File: src/rtl/cyc_24_pucch1_pkg.sv
// Purpose : shared widths, phase step constants and N_SF support check for the
//           PUCCH format 1 OCC phase sequencer.
// Latency : n/a (package). Backpressure: n/a.
package cyc_24_pucch1_pkg;

  localparam int NSF_W = 3;
  localparam int PHI_W = 5;

  // Phase step per unit of the reduced index, in 1/24 cycle.
  localparam logic [PHI_W-1:0] STEP_NSF24 = 5'd12;  // N_SF 2/4: +-1 -> 0 or 1/2 cycle
  localparam logic [PHI_W-1:0] STEP_NSF3  = 5'd8;   // N_SF 3: 1/3 cycle
  localparam logic [PHI_W-1:0] STEP_NSF6  = 5'd4;   // N_SF 6: 1/6 cycle

  // Only spreading factors whose OCC phases land on the 1/24 grid.
  function automatic logic support(input logic [NSF_W-1:0] nsf);
    logic ok;
    case (nsf)
      3'd1, 3'd2, 3'd3, 3'd4, 3'd6: ok = 1'b1;
      default:                       ok = 1'b0;
    endcase
    return ok;
  endfunction

endpackage

File: src/rtl/cyc_24_pucch1_phase.sv
// Purpose : combinational OCC element phase phi(nSF, occi, m) in 1/24 cycle.
// Latency : 0 cycles (pure combinational).
// Backpressure: none.
// Ports   : nsf/occi/m in, phi out (0..20). Unsupported N_SF gives 0.
module cyc_24_pucch1_phase
  import cyc_24_pucch1_pkg::*;
(
  input  logic [NSF_W-1:0] nsf,
  input  logic [2:0]       occi,
  input  logic [2:0]       m,
  output logic [PHI_W-1:0] phi
);

  logic [5:0] q;
  logic [5:0] r3;
  logic [5:0] r6;
  logic       par;

  always_comb begin
    q   = {3'b000, occi} * {3'b000, m};
    r3  = q % 6'd3;
    r6  = q % 6'd6;
    // Walsh codes of length 2 and 4 are the parity of i AND m.
    par = ^(occi & m);
    phi = '0;
    case (nsf)
      3'd2, 3'd4: phi = par ? STEP_NSF24 : '0;
      3'd3:       phi = r3[PHI_W-1:0] * STEP_NSF3;
      3'd6:       phi = r6[PHI_W-1:0] * STEP_NSF6;
      default:    phi = '0;
    endcase
  end

endmodule

File: src/rtl/cyc_24_pucch1_spread.sv
// Purpose : sequences PUCCH format 1 OCC phases w_i(m), one per i_next request.
// Latency : 1 cycle from accepted i_next to o_valid; one element per cycle max.
// Backpressure: none; i_next outside an active sequence is dropped.
// Ports   : clk, rst (async active-low), i_start/i_next/i_nSF/i_occi in;
//           o_wi_phi, o_done, o_valid, o_is_supported out (all registered).
// Config  : PUCCH1_SPREAD_OCCI_CHECK_EN -- when defined, i_occi >= i_nSF is
//           flagged unsupported and produces zero phases.
module cyc_24_pucch1_spread
  import cyc_24_pucch1_pkg::*;
(
  input  logic             clk,
  input  logic             rst,
  input  logic             i_start,
  input  logic             i_next,
  input  logic [NSF_W-1:0] i_nSF,
  input  logic [2:0]       i_occi,
  output logic [PHI_W-1:0] o_wi_phi,
  output logic             o_done,
  output logic             o_valid,
  output logic             o_is_supported
);

  logic [NSF_W-1:0] nSF;
  logic [2:0]       occi;
  logic [2:0]       m;
  logic             active;

  logic [NSF_W-1:0] len;
  logic             last;
  logic             sup_next;
  logic [PHI_W-1:0] phi;

  cyc_24_pucch1_phase u_phase (
    .nsf  (nSF),
    .occi (occi),
    .m    (m),
    .phi  (phi)
  );

  // N_SF = 0 still steps a single element so the sequence always terminates.
  assign len  = (nSF == '0) ? 3'd1 : nSF;
  assign last = (m == 3'(len - 3'd1));

`ifdef PUCCH1_SPREAD_OCCI_CHECK_EN
  assign sup_next = support(i_nSF) && (i_occi < i_nSF);
`else
  assign sup_next = support(i_nSF);
`endif

  always_ff @(posedge clk or negedge rst) begin
    if (!rst) begin
      nSF            <= '0;
      occi           <= '0;
      m              <= '0;
      active         <= 1'b0;
      o_wi_phi       <= '0;
      o_valid        <= 1'b0;
      o_done         <= 1'b0;
      o_is_supported <= 1'b0;
    end else begin
      o_valid <= 1'b0;
      o_done  <= 1'b0;
      if (i_start) begin
        // Start wins over a concurrent i_next and discards any running sequence.
        nSF            <= i_nSF;
        occi           <= i_occi;
        m              <= '0;
        active         <= 1'b1;
        o_is_supported <= sup_next;
      end else if (i_next && active) begin
        o_valid  <= 1'b1;
        // Gating on the latched support flag also zeroes out-of-range occi.
        o_wi_phi <= o_is_supported ? phi : '0;
        m        <= m + 3'd1;
        if (last) begin
          o_done <= 1'b1;
          active <= 1'b0;
        end
      end
    end
  end

endmodule

File: config.mk
export PLATFORM = sky130hd
export DESIGN_NAME = cyc_24_pucch1_spread
export DESIGN_NICKNAME = d
export VERILOG_FILES = /design/src/rtl/cyc_24_pucch1_pkg.sv /design/src/rtl/cyc_24_pucch1_phase.sv /design/src/rtl/cyc_24_pucch1_spread.sv
export SDC_FILE = /design/constraint.sdc
export NUM_CORES = 1
export LEC_CHECK = 0
export ABC_CLOCK_PERIOD_IN_PS = 12200
export CAP_MARGIN = 20
export CORE_ASPECT_RATIO = 0.8
export CORE_MARGIN = 3
export CORE_UTILIZATION = 30
export DETAILED_ROUTE_END_ITERATION = 10
export PLACE_DENSITY = 0.47
export SYNTH_ARGS = -nofsm -noshare
export SYNTH_HDL_FRONTEND = slang
export SYNTH_HIERARCHICAL = 1
export SYNTH_SLANG_ARGS = --single-unit
File: constraint.sdc
create_clock -name clk -period 12.2 [get_ports clk]
set_clock_uncertainty 0.05 [all_clocks]
set_input_delay 3.66 -clock clk [delete_from_list [all_inputs] [get_ports clk]]
set_output_delay 3.66 -clock clk [all_outputs]
set_load 0.005 [all_outputs]
==> key figures <==
Status
  • Status: complete, no violations

Power and ir drop
  • VDD IR max: 62.82 µV
  • Pwr dens: 103.0 nW/µm²
  • Tot Pwr: 0.1900 mW
  • Leakage: 0.7814 nW

Worst setup path
  • Worst path arrival time: 5440 ps
  • Crit-path max FO: 20
  • Start point of the critical path: m[1]
  • Worst EP required: 12330 ps
  • Crit path kind: reg2reg
  • Start of the worst register-to-register path: m[1]
  • Critical Path Sink Type: register
  • CP Launch Type: register

Timing
  • Slew @ Worst Pin: 807.0 ps
  • Relative slew margins: 0.4603
  • Fmax: 0.1882 GHz
  • Final setup vio count: 0
  • Worst hold slack: 436.6 ps
  • Final TNS setup: 0 ps
  • Final Max Slew Viols: 0
  • RSZ-0062 raised after global routing: no
  • Final worst slack: 6887 ps
  • Final hold vios: 0
  • Period minus WS final: 5313 ps
  • Final period util: 0.4355

Yosys
  • Sequential area share after synthesis: 0.2791
  • Yosys warns: 6
  • #FFs+latches synth: 18
  • Avg Inst Size Synth: 8.631 µm²
  • Syn Std Cell Area: 1614 µm²
  • Async SR Flop Fraction: 1.000
  • EDFF count, synth: 0
  • Unique cell type count in the Yosys netlist: 50
  • Synth Flop Type: dfrtp_1
  • Synth Instances: 187

Routing
  • First DRT Iteration DRCs: 36
  • Detailed-route via count: 1335
  • Drt pass-1 iters: 4
  • Via density: 5.154
  • Post-Route WL: 3399 µm
  • Antenna violation net count after detailed routing: 0
  • DR WL/cell: 13.12 µm
  • DRC viols: 0

Clock network
  • Num Clock Sinks: 18
  • Reg clk slew, reported paths: 70 ps
  • CTS Buffer Depth: 2
  • Clock Latency Late Sink: 250 ps
  • H-tree levels: 1
  • CTS Buf Count: 3
  • Hold-fix buffers at CTS: 0
  • Post-CTS Setup Repair Bufs: 0
  • Post-cts sizing count: 0
  • CTS tree: yes
  • Root buf cell: clkbuf_8

Min path
  • Worst min path class: reg2reg
  • HP Start: o_wi_phi[3]

Die
  • Core Area: 5094 µm²
  • Chip Height: 71.61 µm
  • Initial Util: 0.3169
  • Die width: 88.01 µm
  • Die area: 6302 µm²
  • Ports: 18
  • Std-Cell Rows: 23

Place
  • Pre-CTS WS: 6674 ps
  • Placed Cells: 255
  • GP Congestion: 0.7556
  • Buffers added on ports: 17
  • Final HPWL from detailed placement: 2696 µm

Cells and area
  • Layout area overhead: 14.26%
  • Ant diodes: 0
  • Layout cells sized above 1: 0.08629
  • NumNets Final: 219
  • Most common cell after layout, fill and taps aside: nand2_1
  • Fill cells: 509
  • Most frequent cells in the layout: nand2_1 (20), dfrtp_1 (18), clkdlybuf4s50_1 (17)
  • Final std cells w/o fill: 259

Global route
  • Vias in the first global route: 1243
  • GRT Util Overall: 0.1102
  • Largest net degree at the start of global routing: 21
  • First-pass GRT wire length: 5623 µm
  • Grt total ovfl: 0
  • Antenna violations before repair: 0

Job
  • Max-Cap Viols: 0
power by group:
| group | internal [mW] | total [mW] | switching, mW |
|---|---|---|---|
| clock network | 0.0287 | 0.0489 | 0.0202 |
| logic | 0.0333 | 0.0680 | 0.0346 |
| registers | 0.0660 | 0.0731 | 0.00707 |
final timing paths:
check                              end  slack [ps]  cells past startpoint
setup / recovery           o_wi_phi[3]        6890                     20
hold / removal             o_wi_phi[3]         440                      2
setup reg to reg           o_wi_phi[3]        6890                     20
hold reg to reg            o_wi_phi[3]         440                      2
max in group asynchronous         m[2]        7780                      1
min in group asynchronous      o_valid        3820                      1
synth_stat cells, types with 6 or more instances:
cell / n / area share
a21oi_1: 7 / 0.022
and2_1: 10 / 0.039
dfrtp_1: 18 / 0.28
ha_1: 9 / 0.070
inv_1: 9 / 0.021
mux2_2: 6 / 0.042
nand2_1: 20 / 0.047
nor2_1: 12 / 0.028
nor3_1: 8 / 0.025
o21ai_0: 10 / 0.031
xnor2_1: 8 / 0.043
layout make-up:
class	count	area [µm²]	area share
multi-input cells	149	1057	0.5733
flip-flops and latches	18	450.4	0.2442
well taps	62	77.57	0.04206
repair buffers	17	170.2	0.09227
inverters	9	33.78	0.01832
clock buffers	4	55.05	0.02985
stage by stage:
stage / instance area, µm² / utilization
6_report: 1844 / 0.3621
5_1_grt: 1844 / 0.3621
4_1_cts: 1844 / 0.3621
2_1_floorplan: 1618 / -
3_3_place_gp: 1789 / 0.3513
3_5_place_dp: 1789 / 0.3513
cells by family (layout without fill, tap and decap cells):
group / count (synthesis) / after routing / share of synthesized area
AOI/OAI and AO/OA: 43 / 43 / 0.1954
other: 1 / 2 / 0.002323
DFF: 18 / 18 / 0.2791
adders and majority gates: 11 / 11 / 0.09458
and+or+nand+nor: 71 / 71 / 0.2225
buffers and inverters: 21 / 30 / 0.06822
xor gates and xnor gates: 12 / 12 / 0.06512
muxes: 10 / 10 / 0.07287
worst max-delay path, stage by stage, from the launching register on:
cell,delay (ps)
dfrtp_1,440
and2_1,200
fa_1,510
ha_1,210
inv_1,70
fa_1,880
nor2_1,150
a221o_1,320
a21o_1,220
and2_2,220
ha_1,280
nand4b_1,250
and2_1,200
mux2_4,270
ha_1,180
a31oi_1,170
o21ai_2,110
xnor2_1,140
o21ai_1,160
nand2_1,70
o21ai_0,130
layer usage:
| metal | vias to the layer above | track usage | part of all wire |
|---|---|---|---|
| li1 | 677 | - | - |
| met3 | 4 | 0.02529 | 0.023 |
| met1 | 642 | 0.1555 | 0.51 |
| met2 | 12 | 0.1739 | 0.46 |
| met4 | 0 | 0.02044 | 0.0068 |
| met5 | - | 0 | 0 |
state kept, by name (all words and copies together), names as in the netlist:
name	cells
nSF	3
o_is_supported	1
active	1
occi	3
o_wi_phi	5
o_done	1
m	3
o_valid	1
No activity file was read; power rests on OpenSTA's default activity.
